$ cat config.mk
export PLATFORM = sky130hd
export DESIGN_NAME = logic_unit_sliced
export DESIGN_NICKNAME = d
export VERILOG_FILES = /design/src/rtl/logic_unit_sliced_pkg.sv /design/src/rtl/logic_unit_sliced_slice.sv /design/src/rtl/logic_unit_sliced.sv
export SDC_FILE = /design/constraint.sdc
export NUM_CORES = 1
export LEC_CHECK = 0
export CAP_MARGIN = 10
export CORE_MARGIN = 8
export CORE_UTILIZATION = 45
export CTS_CLUSTER_DIAMETER = 30
export CTS_CLUSTER_SIZE = 28
export DETAILED_ROUTE_END_ITERATION = 6
export GPL_TIMING_DRIVEN = 0
export PLACE_DENSITY = 0.68
export SLEW_MARGIN = 20
export SYNTH_ARGS = -nofsm -noshare
export SYNTH_HDL_FRONTEND = slang
export SYNTH_HIERARCHICAL = 1
export SYNTH_SLANG_ARGS = --single-unit
$ cat constraint.sdc
create_clock -name clock -period 3.55 [get_ports clock]
set_input_delay 0.5325 -clock clock [delete_from_list [all_inputs] [get_ports clock]]
set_output_delay 0.5325 -clock clock [all_outputs]
set_load 0.005 [all_outputs]
$ cat src/rtl/logic_unit_sliced_pkg.sv
// Shared encodings for the sliced logic unit: opcodes and FSM states.
package logic_unit_sliced_pkg;

  typedef enum logic [2:0] {
    OP_NOT = 3'd0,
    OP_AND = 3'd1,
    OP_OR  = 3'd2,
    OP_XOR = 3'd3,
    OP_NEG = 3'd4
  } op_e;

  typedef enum logic [1:0] {
    S_IDLE = 2'd0,
    S_RUN  = 2'd1,
    S_FIN  = 2'd2
  } state_e;

endpackage

$ cat src/rtl/logic_unit_sliced_slice.sv
// One SLICE-bit lane of the logic unit; NEG is ~a + cin with a carry chained across slices.
module logic_slice
  import logic_unit_sliced_pkg::*;
#(
  parameter int SLICE = 8
) (
  input  logic [SLICE-1:0] a,
  input  logic [SLICE-1:0] b,
  input  logic [2:0]       op,
  input  logic             cin,
  output logic [SLICE-1:0] y,
  output logic             cout
);

  always_comb begin
    y    = '0;
    cout = 1'b0;
    case (op)
      OP_NOT: y = ~a;
      OP_AND: y = a & b;
      OP_OR:  y = a | b;
      OP_XOR: y = a ^ b;
      OP_NEG: {cout, y} = {1'b0, ~a} + {{SLICE{1'b0}}, cin};
      default: ;
    endcase
  end

endmodule

$ cat src/rtl/logic_unit_sliced.sv
// Multi-cycle bitwise/negate unit: one shared slice walks the latched operands SLICE bits per clock.
module logic_unit_sliced
  import logic_unit_sliced_pkg::*;
#(
  parameter int WIDTH = 32,
  parameter int SLICE = 8
) (
  input  logic             clock,
  input  logic             clear,
  input  logic             start,
  input  logic [2:0]       op,
  input  logic [WIDTH-1:0] Ra,
  input  logic [WIDTH-1:0] Rb,
  output logic             busy,
  output logic             done,
  output logic             err,
  output logic [WIDTH-1:0] Rz
);

  localparam int N  = WIDTH / SLICE;
  localparam int IW = (N > 1) ? $clog2(N) : 1;
  localparam logic [IW-1:0] LAST = IW'(N - 1);

  if (WIDTH % SLICE != 0) begin : g_bad_slice
    $error("logic_unit_sliced: WIDTH must be a multiple of SLICE");
  end

  state_e           state, state_nxt;
  logic [IW-1:0]    idx;
  logic             carry;
  logic [2:0]       op_q;
  logic [WIDTH-1:0] ra_q, rb_q, res;
  logic [SLICE-1:0] a_sl, b_sl, y_sl;
  logic             cout;

  assign a_sl = ra_q[int'(idx)*SLICE +: SLICE];
  assign b_sl = rb_q[int'(idx)*SLICE +: SLICE];
  assign busy = (state == S_RUN);

  logic_slice #(.SLICE(SLICE)) u_slice (
    .a    (a_sl),
    .b    (b_sl),
    .op   (op_q),
    .cin  (carry),
    .y    (y_sl),
    .cout (cout)
  );

  always_ff @(posedge clock or negedge clear) begin
    if (!clear) state <= S_IDLE;
    else        state <= state_nxt;
  end

  always_comb begin
    state_nxt = state;
    case (state)
      S_IDLE:  if (start) state_nxt = S_RUN;
      S_RUN:   if (idx == LAST) state_nxt = S_FIN;
      S_FIN:   state_nxt = S_IDLE;
      default: state_nxt = S_IDLE;
    endcase
  end

  // Rz is only touched in FIN so consumers never see a half-written result.
  always_ff @(posedge clock or negedge clear) begin
    if (!clear) begin
      ra_q  <= '0;
      rb_q  <= '0;
      op_q  <= '0;
      res   <= '0;
      idx   <= '0;
      carry <= 1'b0;
      done  <= 1'b0;
      err   <= 1'b0;
      Rz    <= '0;
    end else begin
      done <= 1'b0;
      case (state)
        S_IDLE: if (start) begin
          ra_q  <= Ra;
          rb_q  <= Rb;
          op_q  <= op;
          idx   <= '0;
          carry <= 1'b1;
          err   <= 1'b0;
        end
        S_RUN: begin
          res[int'(idx)*SLICE +: SLICE] <= y_sl;
          carry <= cout;
          if (idx != LAST) idx <= idx + 1'b1;
        end
        S_FIN: begin
          done <= 1'b1;
          if (op_q > 3'd4) begin
            err <= 1'b1;
            Rz  <= '0;
          end else begin
            Rz  <= res;
          end
        end
        default: ;
      endcase
    end
  end

endmodule

## After elaboration in Yosys (flattened, before gate mapping)

Cells that the tools add are included.
W data, S select, Z words.

| operators by class | value |
|---|---|
| multiplexer cells | 16 |
| order comparisons | 1 |
| reduce and logical (&&, ||, !) cells | 9 |
| shift operators | 4 |
| add/sub/neg operators | 3 |
| bitwise operators | 4 |
| equality and inequality tests | 12 |

Operators by type and width:

| operator | count |
|---|---|
| $shiftx A32 B6 Y8 | 2 |
| $pmux W8 S5 | 1 |
| $neg A5 Y33 | 1 |
| $shift A8 B33 Y32 const A | 1 |
| $shiftx A8 B33 Y32 | 1 |
| $bwmux W32 | 1 |
| $mux W32 | 1 |
| $add A8 B1 Y9 | 1 |
| $and A8 B8 Y8 | 1 |
| $mux W2 | 4 |
| $not A8 Y8 | 1 |
| $or A8 B8 Y8 | 1 |
| $pmux W2 S2 | 2 |
| $xor A8 B8 Y8 | 1 |
| $eq A3 B2 Y1 const B | 2 |
| $ne A2 B2 Y1 const B | 3 |
| $reduce_and A2 Y1 | 3 |
| $reduce_and A3 Y1 | 2 |
| $mux W1 | 5 |
| $eq A2 B2 Y1 const B | 2 |
| $ne A2 B1 Y1 const B | 2 |
| $pmux W1 S2 | 2 |
| $reduce_bool A2 Y1 | 2 |
| $eq A3 B1 Y1 const B | 1 |
| other kinds (6) | 6 |

| storage, ports and cells | value |
|---|---|
| logic and storage cells | 59 |
| output and inout bits | 35 |
| bits in registers | 138 |

## Longest topological paths before layout

| logic depth | value |
|---|---|
| depth after elaboration | 6 |
| mapped depth | 10 |
| depth with buffers taken out | 9 |

## By module

Netlist, hierarchy kept.

By module, submodules not included:

| module | area an instance (sq um) | cells each | seq. area each (sq um) | instances |
|---|---|---|---|---|
| logic_unit_sliced | 6,246.0 | 438 | 3,453.3 | 1 |
| logic_slice | 803.3 | 95 | 0.0 | 1 |

## Worst setup path after synthesis

OpenSTA, ideal clock, no wires.

| timing | value |
|---|---|
| path kind | register to register |
| start point | register idx[0] |
| end point | register res[3] |
| period minus slack after synthesis | 2.682 ns |
| arrival | 2.557 ns |
| required time | 3.425 ns |
| library setup time | 0.125 ns |
| slack | 0.868 ns |
| cell stages (with the launch flop) | 10 |
| cells stage by stage | dfrtp_1 -> buf_2 -> mux4_2 -> inv_1 -> ha_1 -> nor3b_2 -> xnor2_1 -> o32ai_1 -> and4bb_2 -> mux2_2 |

| between the ends | value |
|---|---|
| cells in the longest elaborated chain, start to end | 6 |
| elaborated cells between the ends (all ways) | 12 |
| classes of those cells | add/sub (2); shift (4); mux (2); bitwise (4) |

Ends and longest elaborated chain:

| element | RTL line | text |
|---|---|---|
| start, declared | logic_unit_sliced.sv:29 | `logic [IW-1:0] idx;` |
| start signal, assigned | logic_unit_sliced.sv:90 | `if (idx != LAST) idx <= idx + 1'b1;` |
| $shiftx A32 B6 Y8 | logic_unit_sliced.sv:36 | `assign a_sl = ra_q[int'(idx)*SLICE +: SLICE];` |
| via a_sl[0] | logic_unit_sliced.sv:33 | `logic [SLICE-1:0] a_sl, b_sl, y_sl;` |
| $not A8 Y8 | logic_unit_sliced_slice.sv:23 | `OP_NEG: {cout, y} = {1'b0, ~a} + {{SLICE{1'b0}}, cin};` |
| $add A8 B1 Y9 | logic_unit_sliced_slice.sv:23 |  |
| $pmux W8 S5 | logic_unit_sliced_slice.sv:18 | `case (op)` |
| via y_sl[3] | logic_unit_sliced.sv:33 |  |
| $shiftx A8 B33 Y32 | logic_unit_sliced.sv:88 | `res[int'(idx)*SLICE +: SLICE] <= y_sl;` |
| $bwmux W32 | logic_unit_sliced.sv:88 |  |
| end signal, assigned by index | logic_unit_sliced.sv:88 |  |
| end, declared | logic_unit_sliced.sv:32 | `logic [WIDTH-1:0] ra_q, rb_q, res;` |

The timed path passes the listed nets, and every way through them passes these cells.
A chain may end at the register's enable or synchronous reset.

## Final worst setup path

| timing | value |
|---|---|
| start point | register idx[0] |
| end point | register res[3] |

| between the ends | value |
|---|---|
| cells in the longest elaborated chain, start to end | 6 |
| elaborated cells between the ends (all ways) | 12 |
| classes of those cells | add/sub (2); shift (4); mux (2); bitwise (4) |

Ends and longest elaborated chain:

| element | RTL line |
|---|---|
| $shiftx A32 B6 Y8 (*) | logic_unit_sliced.sv:36 |
| via a_sl[3] | logic_unit_sliced.sv:33 |
| $not A8 Y8 | logic_unit_sliced_slice.sv:19, logic_unit_sliced_slice.sv:23 |
| $add A8 B1 Y9 | logic_unit_sliced_slice.sv:23 |
| $pmux W8 S5 (*) | logic_unit_sliced_slice.sv:18 |
| via y_sl[3] | logic_unit_sliced.sv:33 |
| $shiftx A8 B33 Y32 (*) | logic_unit_sliced.sv:88 |
| $bwmux W32 (*) | logic_unit_sliced.sv:88 |

Mark *: on every way through the listed nets, which the timed path passes. The rest lies on a longest branch.

==> results.toml <==
[run_status]
run_status = "finished, final reports clean"

[grt]
grtUsageTotal_pct = 18.02
grt_pass1_vias = 5052
grt_pass1_wl_mm = 27.75
overflow = 0
grt_start_max_net_pins = 76
antenna_found_initial = 0

[power_and_ir_drop]
max-vdd-ir-drop_v = 0.0005145
powerDensity_nw_per_um2 = 979.7
p_total_uw = 8860
p_leak_uw = 0.003792

[final_layout]
syn_to_final_growth_pct = 28.29
n_antenna_cell = 0
final_nets = 751
drive_above_1_share_pct = 23.43

[detailed_routing]
ant_nets = 0
vias_per_cell = 5.497
num_vias = 4843
wl_per_cell_um = 19.33
drt_iter0_drc = 320
drc = 0
dr.pass1.iters = 4
routed_wl_mm = 17.03

[setup_path]
critPathArrivalTime_ps = 3730
cp.required_ps = 3910
crit_end = "res[3]"
startpoint_type = "flip-flop"
crit_start = "idx[0]"
crit_chain = "buf_2 -> mux4_2 -> inv_1 -> ha_1 -> nand2_1 -> o211a_1 -> o32ai_1 -> and4bb_2 -> mux2_2"
critPathMaxStageDelay_ps = 850
crit_fanout = 10
crit_path_end_kind = "flip-flop"
r2r_cells = 9
crit_path_top_delay_cell = "o32ai_1"
r2r-end = "res[3]"
reg2reg_slack_ps = 170
critPathKind = "flip-flop to flip-flop"
r2r_start = "idx[0]"

[sta]
drv_slew = 0
hold_viol_final = 0
period_minus_slack_ps = 3376
worstMarginPinSlew_ps = 1059
max_freq_mhz = 296.2
final.period_utilization_pct = 95.11
slew_headroom_pct = 29.15
setup_viol = 0
fin_worst_skew_ps = 8.525
hold-worst-slack_ps = 82.94

[place]
port-buffer-count = 104
place.gp.congestion = 0.8571
dp_hpwl_mm = 12.29

[clock_network]
clock_latency_ps = 420
cts.path.max_buffers = 2
cts_sinks = 138
cts_tree = "yes"
h-tree-depth = 4
cts_buffers = 17
clk_pin_slew_ps = 60
root_buffer = "clkbuf_16"

[run]
cap_viol_max_count = 0

[synth]
netlist_top_cells_area = "dfrtp_1, mux2_2, mux4_2, o2bb2ai_1, ha_1"
synth.cell_area_um2 = 7049
async_flop_share_pct = 100.0
synth-seq-area-share_pct = 48.99
yosysWarningCount = 6
synth_top_area_cell = "dfrtp_1"
ys_seq_elements = 138
synth-adder-area-share_pct = 4.260
synth-xor-area-share_pct = 0.3727
avgSynthCellArea_um2 = 13.23
ys_types = 52
netlist.area_leader.share_pct = 48.99
synth_top_family_by_area = "multiplexers"
synth_compound_area_share_pct = 10.28
muxShareOfSynthArea_pct = 19.72
synth_cells = 533
synth_nets = 627
synth_ff_type = "dfrtp_1"
synthSimpleGateAreaFrac_pct = 10.65
synth_edf_count = 0

[floorplanning]
die_height_um = 141.2
die_w_um = 141.2
ioPinCount = 105
rows = 45
coreArea_um2 = 15260
initial_core_util_pct = 46.20
dieArea_um2 = 19930

[min_path]
hp-class = "primary input to asynchronous set/reset pin"
worst max-delay path: cells and delay by family, from the launching register on:
kind / cells / cell delay, ps
and+or+nand+nor: 2 / 400
adders and majority gates: 1 / 140
AOI/OAI and AO/OA: 2 / 970
muxes: 2 / 800
buffers and inverters: 2 / 560
DFF: 1 / 440
where the power goes:
part	leakage [µW]	internal [µW]	switching, µW
logic	0.00174	2120	2110
registers	0.00174	2300	406
clock network	0.000308	1270	658
total	0.00379	5690	3170
layout make-up:
class | instances | area [µm²]
buffer | 46 | 246.5
clock buffer | 21 | 450.4
clock inverter | 11 | 192.7
fill | 1228 | 6215
inverter | 42 | 157.7
multi-input combinational | 307 | 3206
sequential | 138 | 3453
tap | 211 | 264.0
timing repair buffer | 105 | 1074
kinds of logic after synthesis:
logic type	count (synthesis)
xor gates and xnor gates	3
buffers and inverters	88
adders and majority gates	24
AOI/OAI and AO/OA	77
muxes	103
and+or+nand+nor	100
DFF	138
layout by cell type (no fill, tap or decap), drive strengths merged, types with 4 or more instances in the layout:
cell type      synthesis  routed
nor3b                  4       4
nor4bb                10      10
ha                    24      24
mux4                  20      20
dfrtp                138     138
nand2b                 4       4
mux2                  81      81
clkdlybuf4s50          0     103
a211o                  6       6
o32ai                 16      16
nand3b                33      33
and3b                  5       5
buf                   30      32
bufinv                 0       5
o2bb2ai               40      40
clkbuf                16      37
nand2                 16      16
inv                   42      43
nand4b                 6       6
synth_stat cells, types with 2 or more instances:
cell type / number
nor2_1: 2
buf_4: 3
and3b_1: 5
o21ai_0: 3
buf_6: 5
nand2b_1: 4
mux2_2: 62
mux4_1: 2
or4b_1: 2
nand2_1: 16
o211ai_2: 3
nor2b_1: 2
nand4_1: 3
and3_1: 2
and4b_1: 2
buf_1: 3
xnor2_1: 3
inv_1: 42
buf_2: 19
o2bb2ai_1: 40
nand3b_1: 33
nand4b_1: 6
mux2_1: 19
o32ai_1: 8
nor3b_2: 2
dfrtp_1: 138
nor4bb_1: 10
o21a_1: 3
mux2i_1: 2
a211o_1: 6
o32ai_2: 8
mux4_2: 18
ha_1: 24
clkbuf_1: 15
metal layers:
layer | vias up | GRT usage [%] | share of wire, %
met5 | - | 0 | 0
met4 | 0 | 7.523 | 2.4
met3 | 29 | 4.423 | 5.5
met2 | 124 | 28.67 | 47
met1 | 2474 | 23.08 | 45
li1 | 2216 | - | -
registers in the layout (all words and copies together), names as in the netlist:
name	count
Rz	32
ra_q	32
rb_q	32
res	32
op_q	3
idx	2
state	2
carry	1
done	1
err	1
through the flow:
| stage | instances | utilization, % | setup WS, ps | cell area (µm²) | TNS [ps] |
|---|---|---|---|---|---|
| finish | 881 | 59.27 | 173.7 | 9044 | 0 |
| global route | 881 | 59.27 | -26.62 | 9044 | -26.62 |
| CTS | 881 | 59.23 | 122.8 | 9037 | 0 |
| detailed placement | 849 | 54.97 | 22.10 | 8387 | 0 |
| global placement | 848 | 54.75 | -3179 | 8354 | -437580 |
| floorplan | 533 | - | 868.1 | 7049 | 0 |
worst min-delay path by stage:
stage              from       end  cells after the start
2_1_floorplan     clear     Rz[0]                      0
3_3_place_gp    ra_q[7]   ra_q[7]                      1
3_5_place_dp   rb_q[27]  rb_q[27]                      1
4_1_cts           clear    Rz[19]                      1
5_1_grt           clear    Rz[19]                      1
6_report          clear    Rz[19]                      1
what timing repair did:
| item | 4_1_cts | 5_1_grt |
|---|---|---|
| endpoints found under the hold margin | 0 | 0 |
| setup buffers | 0 | 0 |
| hold buffers | 0 | 0 |
| resized for setup | 1 | 1 |
| setup endpoints to repair | 1 | 2 |
No activity file was read; power rests on OpenSTA's default activity.
